File: src/rtl/binary_to_gray.sv
// Registered binary-to-Gray converter with a one-bit-change monitor on accepted codes.
// Define GRAY_DECODE_CHECK_EN to add an inverse decoder self-check (decode_err, bin_echo).
module binary_to_gray #(
  parameter int unsigned WIDTH = 4
) (
  input  logic             clk,
  input  logic             rst_n,
  input  logic             in_valid,
  input  logic [WIDTH-1:0] bin_in,
  output logic             out_valid,
  output logic [WIDTH-1:0] gray_out,
  output logic             adj_ok,
  output logic [WIDTH-1:0] sample_cnt
`ifdef GRAY_DECODE_CHECK_EN
  ,
  output logic             decode_err,
  output logic [WIDTH-1:0] bin_echo
`endif
);

  localparam logic [WIDTH-1:0] One = WIDTH'(1);

  logic [WIDTH-1:0] gray_d;
  logic [WIDTH-1:0] diff;
  logic             one_bit;
  logic             adj_d;
  logic             have_prev_q;
  logic [WIDTH-1:0] prev_gray_q;

  always_comb begin
    gray_d = '0;
    gray_d[WIDTH-1] = bin_in[WIDTH-1];
    for (int i = 0; i < WIDTH - 1; i++) begin
      gray_d[i] = bin_in[i+1] ^ bin_in[i];
    end
  end

  // Exactly one bit set: non-zero and clearing the lowest set bit leaves zero.
  always_comb begin
    diff    = gray_d ^ prev_gray_q;
    one_bit = (diff != '0) && ((diff & (diff - One)) == '0);
    adj_d   = have_prev_q && one_bit;
  end

  always_ff @(posedge clk or negedge rst_n) begin
    if (!rst_n) begin
      out_valid   <= 1'b0;
      gray_out    <= '0;
      adj_ok      <= 1'b0;
      sample_cnt  <= '0;
      have_prev_q <= 1'b0;
      prev_gray_q <= '0;
    end else begin
      out_valid <= in_valid;
      if (in_valid) begin
        gray_out    <= gray_d;
        adj_ok      <= adj_d;
        sample_cnt  <= sample_cnt + One;
        have_prev_q <= 1'b1;
        prev_gray_q <= gray_d;
      end
    end
  end

`ifdef GRAY_DECODE_CHECK_EN
  logic [WIDTH-1:0] dec_bin;

  // Decode the code being registered so the error flag lines up with out_valid.
  always_comb begin
    dec_bin = '0;
    dec_bin[WIDTH-1] = gray_d[WIDTH-1];
    for (int i = WIDTH - 2; i >= 0; i--) begin
      dec_bin[i] = dec_bin[i+1] ^ gray_d[i];
    end
  end

  always_ff @(posedge clk or negedge rst_n) begin
    if (!rst_n) begin
      decode_err <= 1'b0;
      bin_echo   <= '0;
    end else begin
      decode_err <= in_valid && (dec_bin != bin_in);
      if (in_valid) begin
        bin_echo <= dec_bin;
      end
    end
  end
`else
  // Decoder self-check not built.
`endif

endmodule

File: config.mk
export PLATFORM = sky130hd
export DESIGN_NAME = binary_to_gray
export DESIGN_NICKNAME = d
export VERILOG_FILES = /design/src/rtl/binary_to_gray.sv
export SDC_FILE = /design/constraint.sdc
export NUM_CORES = 1
export LEC_CHECK = 0
export ABC_CLOCK_PERIOD_IN_PS = 2100
export BUFFER_PORTS_ARGS = -buffer_cell sky130_fd_sc_hd__buf_2
export CORE_AREA = 2 2 39 41
export DETAILED_ROUTE_END_ITERATION = 8
export DIE_AREA = 0 0 41 43
export PLACE_DENSITY = 0.68
export SYNTH_ARGS = -nofsm -noshare
export SYNTH_HDL_FRONTEND = slang
export SYNTH_SLANG_ARGS = --single-unit
File: constraint.sdc
create_clock -name clk -period 2.1 [get_ports clk]
set_clock_uncertainty 0.05 [all_clocks]
set_input_delay 0.42 -clock clk [delete_from_list [all_inputs] [get_ports clk]]
set_output_delay 0.42 -clock clk [all_outputs]
set_load 0.005 [all_outputs]
# --- Word level (Yosys, flattened, before mapping) ---
# Index checks and enable logic that the tools add are counted.
totals:
  ff_bits: 11
  in_bits: 7
  out_inout_bits: 10
  elab_cells: 16
classes:
  addsub: 2
  bitwise: 5
  n_reduce_logical: 4
ops:
  columns: ["operator", "count"]
  rows:
  - ["$add 4x1->4 const B", 1]
  - ["$and 4x4->4", 1]
  - ["$logic_not 4->1", 1]
  - ["$reduce_bool 4->1", 1]
  - ["$sub 4x1->4 const B", 1]
  - ["$xor 4x4->4", 1]
  - ["$xor 1x1->1", 3]
  - ["$logic_and 1x1->1", 2]

# --- Depth between registers and ports, before layout ---
logic_depth:
  ltp_word: 7
  mapped_depth: 6
  mapped_depth_nobuf: 5

# --- Worst setup path before layout ---
# OpenSTA, ideal clock, no wires.
synth_path:
  kind: "input -> register"
  from: "in bin_in[2]"
  to: "reg adj_ok"
  setup_time_ns: 0.140
  arrival_ns: 1.215
  required_time_ns: 1.910
  slack_ns: 0.695
  cell_stages: 5
  n_path_buf: 1
  path_cell_list: "buf_6 xnor2_2 or3b_1 nand4_1 o32ai_2"
synth_between:
  elab_chain_cells: 7
  word_cells_on_any_way: 9
  classes_between: "add/sub (1); bitwise (4); reduce/logical (4)"
synth_lines:
  columns: ["element", "line_no", "source"]
  rows:
  - ["from (decl)", "9", "input logic [WIDTH-1:0] bin_in,"]
  - ["$xor 1x1->1", "34", "gray_d[i] = bin_in[i+1] ^ bin_in[i];"]
  - ["$xor 4x4->4 *", "40", "diff = gray_d ^ prev_gray_q;"]
  - ["$sub 4x1->4", "41", "one_bit = (diff != '0) && ((diff & (diff - One)) == '0);"]
  - ["$and 4x4->4", "41", null]
  - ["$logic_not 4->1", "41", null]
  - ["$logic_and 1x1->1 *", "41", null]
  - ["$logic_and 1x1->1 *", "42", "adj_d = have_prev_q && one_bit;"]
  - ["to (signal assigned)", "57", "adj_ok <= adj_d;"]
  - ["to (decl)", "12", "output logic adj_ok,"]
# Mark *: on every way between the ends. The rest lies on a longest branch, timed or not.
# A chain may end at the register's enable or synchronous reset.

==> summary.md <==
| Metric | Value |
|---|---|
| Worst skew pair latency | 260 ps |
| Worst r2r dst | adj_ok |
| Share of the synthesized area in the top cell type | 0.486 |
| Final Hold Vio Count | 0 |
| First-pass GRT wire length | 1560 microns |
| Outcome | complete, no violations |
| Via count | 404 |
| Die Span Y | 43 microns |
| Critical Path AT | 1470 ps |
| Hold depth | 1 |
| Max-cap violations | 0 |
| Slowest stage cell, crit path | dfrtp_1 |
| Power Density | 961 nW/um^2 |
| Pre-Repair DR Iteration Count | 4 |
| H-tree depth | 1 |
| Fillers | 132 |
| Post-route ant nets | 0 |
| Area delta synth->final | 21.4% |
| WL/cell | 9.83 microns |
| WHS Endpoint | out_valid |
| Worst R2R Setup Slack | 750 ps |
| Syn_nets | 59 |
| Yosys reg bits | 11 |
| Worst Path Buf+Inv | 0 |
| GP Congestion | 0.706 |
| Post-Syn Instances | 51 |
| Clock Path Buffers | 2 |
| Total track usage | 0.135 |
| R2r startpoint | gray_out[0] |
| Tmin final | 1350 ps |
| Clock transition at path regs | 60 ps |
| Slew @ Worst Pin | 271 ps |
| Initial antenna violation count | 0 |
| Period utilization | 0.644 |
| Post-CTS setup repair buffer count | 0 |
| Slew Viols, Final | 0 |
| DRC | 0 |
| CTS tree | done |
| CP required | 2220 ps |
| Core Area | 1380 sq um |
| Post-placement cell count | 81 |
| CP Capture Type | register |
| WL final | 845 microns |
| Critical path startpoint category | register |
| CP Cell Sequence | xor2_1, and3_1, nor2_2, xnor2_1, o32ai_2 |
| Largest area contributor in the netlist | dfrtp_1 |
| Yosys warnings | 0 |
| CP peak stage delay | 400 ps |
| Uppermost layer routed | met4 |
| Leak | 0.000307 uW |
| GRT overflow | 0 |
| Sum Neg Setup Slack | 0 ps |
| Peak Freq | 0.740 GHz |
| Num CTS Buffers | 3 |
| Chip Width | 41 microns |
| Number of global-route vias before repair | 405 |
| Most frequent cells in the layout | buf_2 (16), dfrtp_1 (11), xnor2_1 (6), nor2_1 (6), nand2_1 (4) |
| Fin cells | 86 |
| Post-route cell area | 688 sq um |
| Register area share after synthesis | 0.486 |
| Peak VDD IR | 0.000590 V |
| Die area | 1760 sq um |
| Largest net degree at the start of global routing | 16 |
| Slew headroom | 0.819 |
| Reg2reg path depth | 5 |
| Site Rows | 14 |
| Routed wl met2 | 396 microns |
| Dpl cell area | 652 sq um |
| Clk sink count | 11 |
| Io pins | 17 |
| Crit-path max FO | 4 |
| Ranking of synthesized cells by area | dfrtp_1 (49%), xnor2_1 (9.3%), mux2_2 (4.0%) |
| Initial drt markers | 2 |
| Most common cell after layout, fill and taps aside | buf_2 |
| Final #Nets | 79 |
| Post-synth cell types | 23 |
| WS Path Type | register to register |
| CP delay by family, top | flip-flops |
| RSZ-0062 raised after global routing | false |
| Met1 wire length | 387 microns |
| Share of cells above drive strength 1 | 0.386 |
| PortBufs | 16 |
| Clock root cell | clkbuf_4 |
| Hpwl dp | 631 microns |
| Starting density of the core | 0.410 |
| Avg Inst Size Synth | 11.1 sq um |
| Worst Hold Class | input pin to register |
| WL met3 | 45 microns |
| Final setup fails | 0 |
| Via-to-Cell Ratio | 4.70 |
| Synthesized area | 567 sq um |
| Beginning of the worst hold path | in_valid |
| Ant. Diodes | 0 |
cell families (layout without fill, tap and decap cells):
family                     Yosys count  count (layout)  share of synthesized area
DFF                                 11              11                      0.486
xor gates and xnor gates            10              10                      0.181
AOI/OAI and AO/OA                    6               6                     0.0795
muxes                                2               2                     0.0397
buffers and inverters                3              22                     0.0331
adders and majority gates            1               1                     0.0221
and+or+nand+nor                     18              18                      0.159
cell type report:
type | count | area (sq um) | share of cell area
multi-input cells | 37 | 273 | 0.396
inverters | 1 | 3.75 | 0.00545
repair buffers | 17 | 90.1 | 0.131
well taps | 16 | 20.0 | 0.0291
clock buffers | 4 | 26.3 | 0.0382
flip-flops and latches | 11 | 275 | 0.400
state kept, by name (all words and copies together), names as in the netlist:
register     cells
adj_ok           1
out_valid        1
sample_cnt       4
have_prev_q      1
gray_out         4
through the flow:
stage / utilization / hold slack (ps) / setup slack, ps / power (uW)
3_3_place_gp: 0.471 / 253 / 604 / 523
2_1_floorplan: - / 74.4 / 695 / 448
3_5_place_dp: 0.471 / 250 / 599 / 529
5_1_grt: 0.497 / 378 / 629 / 722
6_report: 0.497 / 378 / 748 / 661
4_1_cts: 0.497 / 372 / 733 / 676
worst max path at each step:
stage,from,to,slack (ps),cells past startpoint
4_1_cts,gray_out[0],adj_ok,730,5
2_1_floorplan,bin_in[2],adj_ok,690,5
3_3_place_gp,bin_in[0],adj_ok,600,6
5_1_grt,gray_out[0],adj_ok,630,5
6_report,gray_out[0],adj_ok,750,5
3_5_place_dp,bin_in[0],adj_ok,600,6
power by group:
group          switching [uW]  internal, uW
Sequential               49.7           268
Combinational            88.8           117
Clock                    64.2          73.4
Total                     203           459
what timing repair did:
| action | 4_1_cts | 5_1_grt |
|---|---|---|
| resized for setup | 0 | 0 |
| hold buffers | 1 | 0 |
| endpoints found under the setup margin | 0 | 0 |
| endpoints found under the hold margin | 11 | 0 |
per-layer routing:
metal,global-route usage,vias to the layer above
met5,0,-
met4,0.0600,0
met3,0.0785,2
met2,0.206,9
met1,0.142,185
li1,-,208
worst reg2reg max path, delay by kind of cell, from the launching register on:
family / cells / cell delay (ps)
DFF: 1 / 400
xor gates and xnor gates: 2 / 370
and+or+nand+nor: 2 / 260
AOI/OAI and AO/OA: 1 / 180
cell usage after synthesis:
cell,count
clkbuf_1,1
inv_1,1
a21oi_1,3
nor2_1,6
xor2_1,2
o21ai_0,1
mux2_2,2
o32ai_2,1
nor2_2,1
ha_1,1
buf_6,1
nand4_1,2
nand2_1,4
a21oi_2,1
xor2_2,1
xnor2_2,1
or3b_1,1
dfrtp_1,11
or2_2,1
xnor2_1,6
nand3b_1,1
and3_1,1
nor3_1,1
Power figures use the tool's default switching activity.
